$ cat config.mk
export PLATFORM = sky130hd
export DESIGN_NAME = box_sprite_renderer
export DESIGN_NICKNAME = d
export VERILOG_FILES = /design/src/rtl/box_sprite_renderer.sv
export SDC_FILE = /design/constraint.sdc
export NUM_CORES = 1
export LEC_CHECK = 0
export CAP_MARGIN = 40
export CORE_UTILIZATION = 55
export CTS_CLUSTER_SIZE = 24
export DETAILED_ROUTE_END_ITERATION = 8
export PLACE_DENSITY = 0.83
export SLEW_MARGIN = 10
export SYNTH_ARGS = -nofsm -noshare
export SYNTH_HDL_FRONTEND = slang
export SYNTH_SLANG_ARGS = --single-unit
$ cat constraint.sdc
create_clock -name clk -period 3.2 [get_ports clk]
set_input_delay 0.64 -clock clk [delete_from_list [all_inputs] [get_ports clk]]
set_output_delay 0.64 -clock clk [all_outputs]
set_load 0.1 [all_outputs]
$ cat src/rtl/box_sprite_renderer.sv
// Pixel source for an 800x600 VGA pipeline: one solid box over a solid background,
// bouncing off the screen edges, with sync delayed to match the one-strobe colour latency.
module box_sprite_renderer #(
  parameter int          SCREEN_WIDTH   = 800,
  parameter int          SCREEN_HEIGHT  = 600,
  parameter int          BOX_W          = 64,
  parameter int          BOX_H          = 48,
  parameter int          INIT_X         = 250,
  parameter int          INIT_Y         = 200,
  parameter int          STEP           = 1,
  parameter int          FRAME_DIV      = 1,
  parameter logic [11:0] BOX_COLOR      = 12'hF00,
  parameter logic [11:0] BG_COLOR       = 12'h00F,
  parameter bit          VS_ACTIVE_HIGH = 1'b0
) (
  input  logic        clk,
  input  logic        rst_n,
  input  logic        pix_en,
  input  logic [10:0] pix_x,
  input  logic [10:0] pix_y,
  input  logic        pix_active,
  input  logic        hs_in,
  input  logic        vs_in,
  input  logic        pause,
  output logic [3:0]  r,
  output logic [3:0]  g,
  output logic [3:0]  b,
  output logic        hs,
  output logic        vs,
  output logic [10:0] box_x,
  output logic [10:0] box_y
);

  localparam logic SYNC_ON  = VS_ACTIVE_HIGH;
  localparam logic SYNC_OFF = ~VS_ACTIVE_HIGH;

  typedef enum logic {POS, NEG} dir_t;

  dir_t        dir_x, dir_y;
  logic        vs_prev;
  logic [7:0]  frame_cnt;
  logic        frame_evt, update;
  logic        in_box;
  logic [11:0] color;
  logic [11:0] nx_x, nx_y;

  // Result packs {new direction (1 = NEG), new position}; sums are 12-bit so nothing wraps.
  function automatic logic [11:0] step_axis(input logic [10:0] pos, input dir_t dir,
                                            input logic [11:0] lim, input logic [11:0] size);
    logic [11:0] ahead;
    logic [11:0] res;
    ahead = {1'b0, pos} + size + 12'(STEP);
    if (dir == POS) begin
      if (ahead >= lim) res = {1'b1, 11'(lim - size)};
      else              res = {1'b0, pos + 11'(STEP)};
    end else begin
      if ({1'b0, pos} <= 12'(STEP)) res = {1'b0, 11'd0};
      else                          res = {1'b1, pos - 11'(STEP)};
    end
    return res;
  endfunction

  assign frame_evt = (vs_in == SYNC_ON) && (vs_prev != SYNC_ON);
  assign update    = frame_evt && !pause && (frame_cnt == 8'(FRAME_DIV - 1));
  assign nx_x      = step_axis(box_x, dir_x, 12'(SCREEN_WIDTH), 12'(BOX_W));
  assign nx_y      = step_axis(box_y, dir_y, 12'(SCREEN_HEIGHT), 12'(BOX_H));

  always_comb begin
    in_box = ({1'b0, pix_x} >= {1'b0, box_x}) &&
             ({1'b0, pix_x} <  {1'b0, box_x} + 12'(BOX_W)) &&
             ({1'b0, pix_y} >= {1'b0, box_y}) &&
             ({1'b0, pix_y} <  {1'b0, box_y} + 12'(BOX_H));
    if (!pix_active) color = 12'h000;
    else if (in_box) color = BOX_COLOR;
    else             color = BG_COLOR;
  end

  always_ff @(posedge clk or negedge rst_n) begin
    if (!rst_n) begin
      r  <= 4'h0;
      g  <= 4'h0;
      b  <= 4'h0;
      hs <= SYNC_OFF;
      vs <= SYNC_OFF;
    end else if (pix_en) begin
      {r, g, b} <= color;
      hs        <= hs_in;
      vs        <= vs_in;
    end
  end

  // Position only moves on a frame event, i.e. inside vertical blanking.
  always_ff @(posedge clk or negedge rst_n) begin
    if (!rst_n) begin
      vs_prev   <= SYNC_OFF;
      frame_cnt <= 8'd0;
      box_x     <= 11'(INIT_X);
      box_y     <= 11'(INIT_Y);
      dir_x     <= POS;
      dir_y     <= POS;
    end else begin
      vs_prev <= vs_in;
      if (frame_evt && !pause)
        frame_cnt <= update ? 8'd0 : frame_cnt + 8'd1;
      if (update) begin
        box_x <= nx_x[10:0];
        dir_x <= dir_t'(nx_x[11]);
        box_y <= nx_y[10:0];
        dir_y <= dir_t'(nx_y[11]);
      end
    end
  end

endmodule
==> results.ini, run 1 <==
[floorplan]
rows = 30
ioPinCount = 65
start_util_pct = 57.0
dieArea_um2 = 7380
die_w_um = 85.9
die_height_um = 85.9
core_um2 = 6790

[clock_network]
htreeDepth = 2
numCtsBuffers = 5
clockBufferDepth = 2
clock_latency_ns = 0.31
cts_sinks = 37
clkTransAtPathRegs_ns = 0.09
postCtsHoldBufs = 0
cts-root-buf = clkbuf_8
cts_tree = built

[flow_run]
cap_violations = 0

[sta]
setup_viol = 0
hold_viol = 0
fin_hold_ws_ns = 0.235
rsz0062_at_grt = no
fin_crit_ns = 3.02
worst_slack_ns = 0.180
slew_viol_final = 0
worstMarginPinSlew_ns = 0.734
max-slew-margin-rel_pct = 50.9
setup-tns-final_ns = 0
period_share_pct = 94.4
finClkSkew_ns = 0.00598
fmax_mhz = 331

[critical_path]
crit_required_ns = 3.43
r2r_end = box_y[10]$_DFFE_PN0P_
endpoint_kind = flop
r2r-start = box_y[4]$_DFFE_PN0P_
rr_worst_depth = 11
start_kind = flop
crit_end = box_y[10]$_DFFE_PN0P_
critPathKind = reg2reg
arrival_ns = 3.25
cp_max_fo = 6
startpoint = box_y[4]$_DFFE_PN0P_
regToRegSetupSlack_ns = 0.18

[synthesis]
yosysSeqAreaShare_pct = 24.3
syn_area_um2 = 3870
ys.flop_type = dfrtp_1
ys_warn_count = 0
ys_ff_latch = 37
avgSynthCellArea_um2 = 7.89
synth_edf_count = 0
async_flop_share_pct = 100
netlist_instances = 491
synth_cell_types = 63

[power_and_ir_drop]
power.density_nw_per_um2 = 1030
p_leak_nw = 1.93
peakVddDrop_v = 0.000636
power.total_mw = 4.74

[drt]
vias = 3895
viasPerCell = 6.10
drc = 0
finalWirelength_mm = 10.4
drt_iter0_markers = 370
dr.pass1.iters = 5
routedWlPerCell_um = 16.3
final_antenna_net_count = 0

[final_layout]
fillers = 571
drive_gt1_share_pct = 15.1
antenna_cells = 0
multi_input_comb_area_um2 = 2640
reg_top3 = box_x (11), box_y (11), frame_cnt (8)
areaGrowthSynthToFinish_pct = 18.8
fin_area_um2 = 4600
regArea_um2 = 946
layout.nets = 619

[global_route]
grtUsageTotal_pct = 28.3
grt_pass1_vias = 3429
grt.overflow.total = 0
grt_pass1_wl_mm = 16.5
grt_max_degree = 25
antenna_found_initial = 0

[placement]
postPlaceCellArea_um2 = 4470
dpl.hpwl_mm = 7.90
io_buffers = 60
place_ws_ns = 0.0660
place_congestion = 0.908

[run_status]
status = complete, no violations

[worst_hold_path]
hold_class = in2async

==> worst max-delay path: stages, from the launching register on <==
cell and delay, ns:
dfrtp_4 0.48, inv_1 0.18, ha_2 0.29, xnor2_2 0.16
inv_2 0.07, or4_4 0.49, a2bb2oi_1 0.18, o211ai_1 0.12
o21ai_2 0.19, nand3b_1 0.11, or4_1 0.50, a22oi_1 0.17
==> cells by family (layout without fill, tap and decap cells) <==
group | after synthesis | in the layout | synth area share [%]
buf+inv | 70 | 119 | 7.92
simple gates | 168 | 168 | 22.3
compound gates | 140 | 140 | 23.3
mux | 7 | 7 | 1.91
fa+ha+maj | 48 | 48 | 15.5
xor+xnor | 20 | 20 | 4.72
other cells | 1 | 4 | 0.0968
flops | 37 | 37 | 24.3
==> cell usage after synthesis (2+ instances only) <==
master	instances	area share [%]
a211oi_1	7	1.4
nand3_1	23	3.0
nand2b_1	4	0.65
nor3_1	29	3.7
mux2_2	3	0.87
o21ai_0	34	4.4
o211ai_1	4	0.78
inv_1	34	3.3
a2bb2oi_1	3	0.68
and2_1	8	1.3
a2111oi_0	4	0.90
xor2_1	2	0.45
nand3b_1	3	0.58
nor2_1	32	3.1
nand4_1	14	2.3
nand2_1	29	2.8
clkbuf_1	20	1.9
dfstp_2	12	8.1
a21o_1	5	0.97
a21oi_1	38	4.9
buf_4	10	1.9
nor4_1	7	1.1
dfrtp_1	25	16
or3_1	2	0.32
and3_1	5	0.81
o31ai_1	3	0.58
nor2b_1	3	0.48
a31oi_1	6	0.97
a311o_1	2	0.52
mux2i_1	4	1.0
o221ai_1	4	0.90
buf_2	4	0.52
o22ai_1	4	0.65
a22o_1	5	1.1
ha_1	48	16
xnor2_1	17	3.8
o21a_1	7	1.4
or4_1	2	0.39
==> per-stage QoR <==
stage          std cells  util, %
2_1_floorplan        494        -
3_3_place_gp         628     65.5
3_5_place_dp         629     65.7
4_1_cts              637     67.4
5_1_grt              639     67.7
6_report             639     67.7
==> cells in the final DEF, fill, tap and decap left out, types with 3 or more instances in the layout <==
cell type,netlist,layout
ha_1,48,47
buf_4,10,47
a21oi_1,38,38
inv_1,34,34
o21ai_0,34,34
nor2_1,32,32
nand2_1,29,29
nor3_1,29,29
clkdlybuf4s50_1,0,27
nand3_1,23,23
dfrtp_1,25,23
xnor2_1,17,17
nand4_1,14,14
dfstp_2,12,12
and2_1,8,8
nor4_1,7,7
a211oi_1,7,7
o21a_1,7,7
a31oi_1,6,6
and3_1,5,5
a22o_1,5,5
a21o_1,5,5
clkbuf_8,0,5
nand2b_1,4,4
o211ai_1,4,4
mux2i_1,4,4
o22ai_1,4,4
o221ai_1,4,4
conb_1,1,4
nand3b_1,3,3
a2111oi_0,4,3
a2bb2oi_1,3,3
nor2b_1,3,3
o31ai_1,3,3
mux2_2,3,3
==> routing by layer <==
metal  up-vias  GRT usage [%]  routed length (um)  part of all wire [%]
li1       1897              -                   -                     -
met1      1800           42.0                4940                    47
met2       169           41.3                4550                    44
met3        29           4.52                 747                   7.2
met4         0           9.85                 202                   1.9
met5         -              0                   0                     0
==> cell type report <==
cell class | instances | area share, %
multi-input combinational | 387 | 57.4
sequential | 37 | 20.6
timing repair buffer | 76 | 14.1
inverter | 35 | 2.86
tap | 96 | 2.61
clock buffer | 5 | 1.50
clock inverter | 3 | 1.01
==> what timing repair did <==
action / CTS / global route
endpoints found under the hold margin: 0 / 0
gates resized for setup: 0 / 2
setup buffers: 0 / 2
endpoints found under the setup margin: 0 / 7
==> worst min path at each step <==
stage | start | endpoint | slack (ns) | cells after the start
2_1_floorplan | rst_n | b[2]$_DFFE_PN0P_ | 0.34 | 0
3_3_place_gp | frame_cnt[7]$_DFFE_PN0P_ | frame_cnt[7]$_DFFE_PN0P_ | 0.47 | 1
3_5_place_dp | frame_cnt[5]$_DFFE_PN0P_ | frame_cnt[5]$_DFFE_PN0P_ | 0.48 | 1
4_1_cts | rst_n | b[2]$_DFFE_PN0P_ | 0.24 | 1
5_1_grt | rst_n | b[2]$_DFFE_PN0P_ | 0.25 | 1
6_report | rst_n | b[2]$_DFFE_PN0P_ | 0.23 | 1
==> where the power goes <==
group / leakage [nW] / switching, mW / internal, mW / total, mW
registers: 0.435 / 0.346 / 0.673 / 1.02
clock network: 0.0543 / 0.201 / 0.234 / 0.435
logic: 1.44 / 2.28 / 1.01 / 3.29
Note: power is estimated with default switching activity, not from simulation.
==> run 2, diff against run 1 <==
- clock period: 3.2 -> 3.25 ns (I/O delays scaled with it)
==> run 2 against run 1 <==
Against the previous run: maximum frequency shrank 0.53%; clock power shrank 25%; via count shrank 1.1%; first-iteration DRC count shrank 16%; register-to-register slack gained 0.03 ns; sequential cell count is the same; combinational power shrank 3%; non-clock buffer count shrank 3; worst setup slack gained 0.034 ns; core utilization shrank 0.76 points; routed wire length shrank 0.73%; critical path depth shrank 2; largest power group unchanged.
==> results.ini, run 2 (synthesis gave the netlist of run 1 again) <==
[sta]
fin_hold_ws_ns = 0.258  ; +0.0235 ns
max-slew-margin-rel_pct = 50.1  ; -0.80 points
finClkSkew_ns = 0.00738  ; +0.00140 ns
fmax_mhz = 329  ; -0.53%
fin_crit_ns = 3.04  ; +0.0161 ns
slew_viol_final = 0  ; unchanged
hold_viol = 0  ; unchanged
setup_viol = 0  ; unchanged
setup-tns-final_ns = 0  ; unchanged
period_share_pct = 93.4  ; -0.96 points
rsz0062_at_grt = no
worstMarginPinSlew_ns = 0.746  ; +0.0120 ns

[global_route]
grt_pass1_vias = 3569  ; +4.1%
grt.overflow.total = 0  ; unchanged
grtUsageTotal_pct = 28.6  ; +0.33 points
antenna_found_initial = 0  ; unchanged
grt_max_degree = 26  ; +4.0%
grt_pass1_wl_mm = 16.8  ; +1.5%

[clock_network]
numCtsBuffers = 5  ; unchanged
clockBufferDepth = 2  ; unchanged
cts_tree = built
postCtsHoldBufs = 0  ; unchanged
clock_latency_ns = 0.29  ; -0.02 ns
cts-root-buf = clkbuf_8
htreeDepth = 2  ; unchanged
clkTransAtPathRegs_ns = 0.08  ; about the same
cts_sinks = 37  ; unchanged

[floorplan]
rows = 30  ; unchanged
dieArea_um2 = 7380  ; unchanged
die_w_um = 85.9  ; unchanged
core_um2 = 6790  ; unchanged
die_height_um = 85.9  ; unchanged
ioPinCount = 65  ; unchanged
start_util_pct = 57.0  ; unchanged

[placement]
place_congestion = 0.949  ; +4.5%
io_buffers = 60  ; unchanged
placedCellCount = 626  ; -0.48%
dpl.hpwl_mm = 7.93  ; +0.36%

[critical_path]
max_stage_delay_ns = 0.67  ; +0.17 ns
path_cells = inv_1 > ha_1 > inv_1 > nor3_1 > mux2i_1 > a2111oi_0 > nor4_2 > nand2_1 > o21ai_0
crit_required_ns = 3.45  ; +0.02 ns
arrival_ns = 3.24  ; about the same
rr_worst_depth = 9  ; -2
crit_top_cell = inv_1
worst_path_max_delay_cell = dfstp_2
cp_max_fo = 13  ; +7
start_kind = flop
critPathKind = reg2reg
endpoint_kind = flop

[drt]
vias = 3851  ; -1.1%
viasPerCell = 6.06  ; -0.66%
final_antenna_net_count = 0  ; unchanged
dr.pass1.iters = 5  ; unchanged
drt_iter0_markers = 309  ; -16%
drc = 0  ; unchanged
routedWlPerCell_um = 16.3  ; -0.26%
finalWirelength_mm = 10.4  ; -0.73%

[final_layout]
antenna_cells = 0  ; unchanged
drive_gt1_share_pct = 14.6  ; -0.47 points
final_cells = 636  ; -0.47%
final_common_cell = ha_1
reg_top3 = box_x (11), box_y (11), frame_cnt (8)
layout_common_cells = ha_1, buf_4, a21oi_1, o21ai_0, inv_1
areaGrowthSynthToFinish_pct = 17.5
layout.nets = 616  ; -0.48%

[run_status]
status = complete, no violations

[power_and_ir_drop]
p_leak_nw = 1.91  ; -1.4%
peakVddDrop_v = 0.000625  ; -1.7%
power.density_nw_per_um2 = 1000  ; -3.0%
power.total_mw = 4.55  ; -4.1%

[flow_run]
cap_violations = 0  ; unchanged

[worst_hold_path]
hold_class = in2async

[run 2: changes by cell type in the layout (fill, tap and decap cells not counted)]
| cell | delta |
|---|---|
| inv_1 | -1 |
| bufinv_16 | -1 |
| clkbuf_1 | +1 |
| buf_4 | -3 |
| clkinv_4 | -1 |
| clkinv_2 | +2 |
[run 2: path summary, 6_finish.rpt]
kind                                                 end  slack, ns                     start
worst max-delay path                box_x[3]$_DFFE_PN1P_       0.21      box_x[7]$_DFFE_PN1P_
worst min-delay path            frame_cnt[1]$_DFFE_PN0P_       0.26                     rst_n
worst max register to register      box_x[3]$_DFFE_PN1P_       0.21      box_x[7]$_DFFE_PN1P_
worst min register to register  frame_cnt[7]$_DFFE_PN0P_       0.49  frame_cnt[7]$_DFFE_PN0P_
max in group asynchronous           box_y[7]$_DFFE_PN1P_       2.47                     rst_n
min in group clk                frame_cnt[7]$_DFFE_PN0P_       0.49  frame_cnt[7]$_DFFE_PN0P_
[run 2: layout make-up]
class	instances	area, um^2
multi-input combinational	387	2640
fill	598	2240
sequential	37	946
timing repair buffer	73	626
inverter	35	135
tap	96	120
clock buffer	6	72.6
clock inverter	2	10.0
[run 2: metrics by stage]
| stage | setup WS, ns | area (um^2) | util (%) |
|---|---|---|---|
| after detailed placement | 0.0999 | 4440 | 65.4 |
| final | 0.214 | 4550 | 67.0 |
| after floorplan | 0.0807 | 3890 | - |
| after global placement | 0.181 | 4420 | 65.1 |
| after global routing | 0.0191 | 4550 | 67.0 |
| after CTS | 0.0793 | 4530 | 66.6 |
[run 2: repair_timing]
item | in CTS | in global routing
endpoints found under the setup margin | 0 | 1
resized for setup | 0 | 3
buffers inserted | 0 | 2
[run 2: critical path: cells and delay by family, from the launching register on]
kind / cells / cell delay, ns
flops: 1 / 0.67
mux: 1 / 0.22
fa+ha+maj: 1 / 0.31
buf+inv: 2 / 0.21
compound gates: 2 / 0.40
simple gates: 3 / 1.13
[run 2: where the power goes]
group | switching (mW) | leakage [nW] | internal (mW)
logic | 2.21 | 1.43 | 0.980
registers | 0.376 | 0.435 | 0.663
clock network | 0.176 | 0.0450 | 0.149
total | 2.76 | 1.91 | 1.79
[run 2: layer usage]
layer	vias up	routed length, um	GRT usage [%]
li1	1889	-	-
met1	1801	5000	41.4
met2	143	4560	44.2
met3	18	692	4.72
met4	0	116	7.27
met5	-	0	0
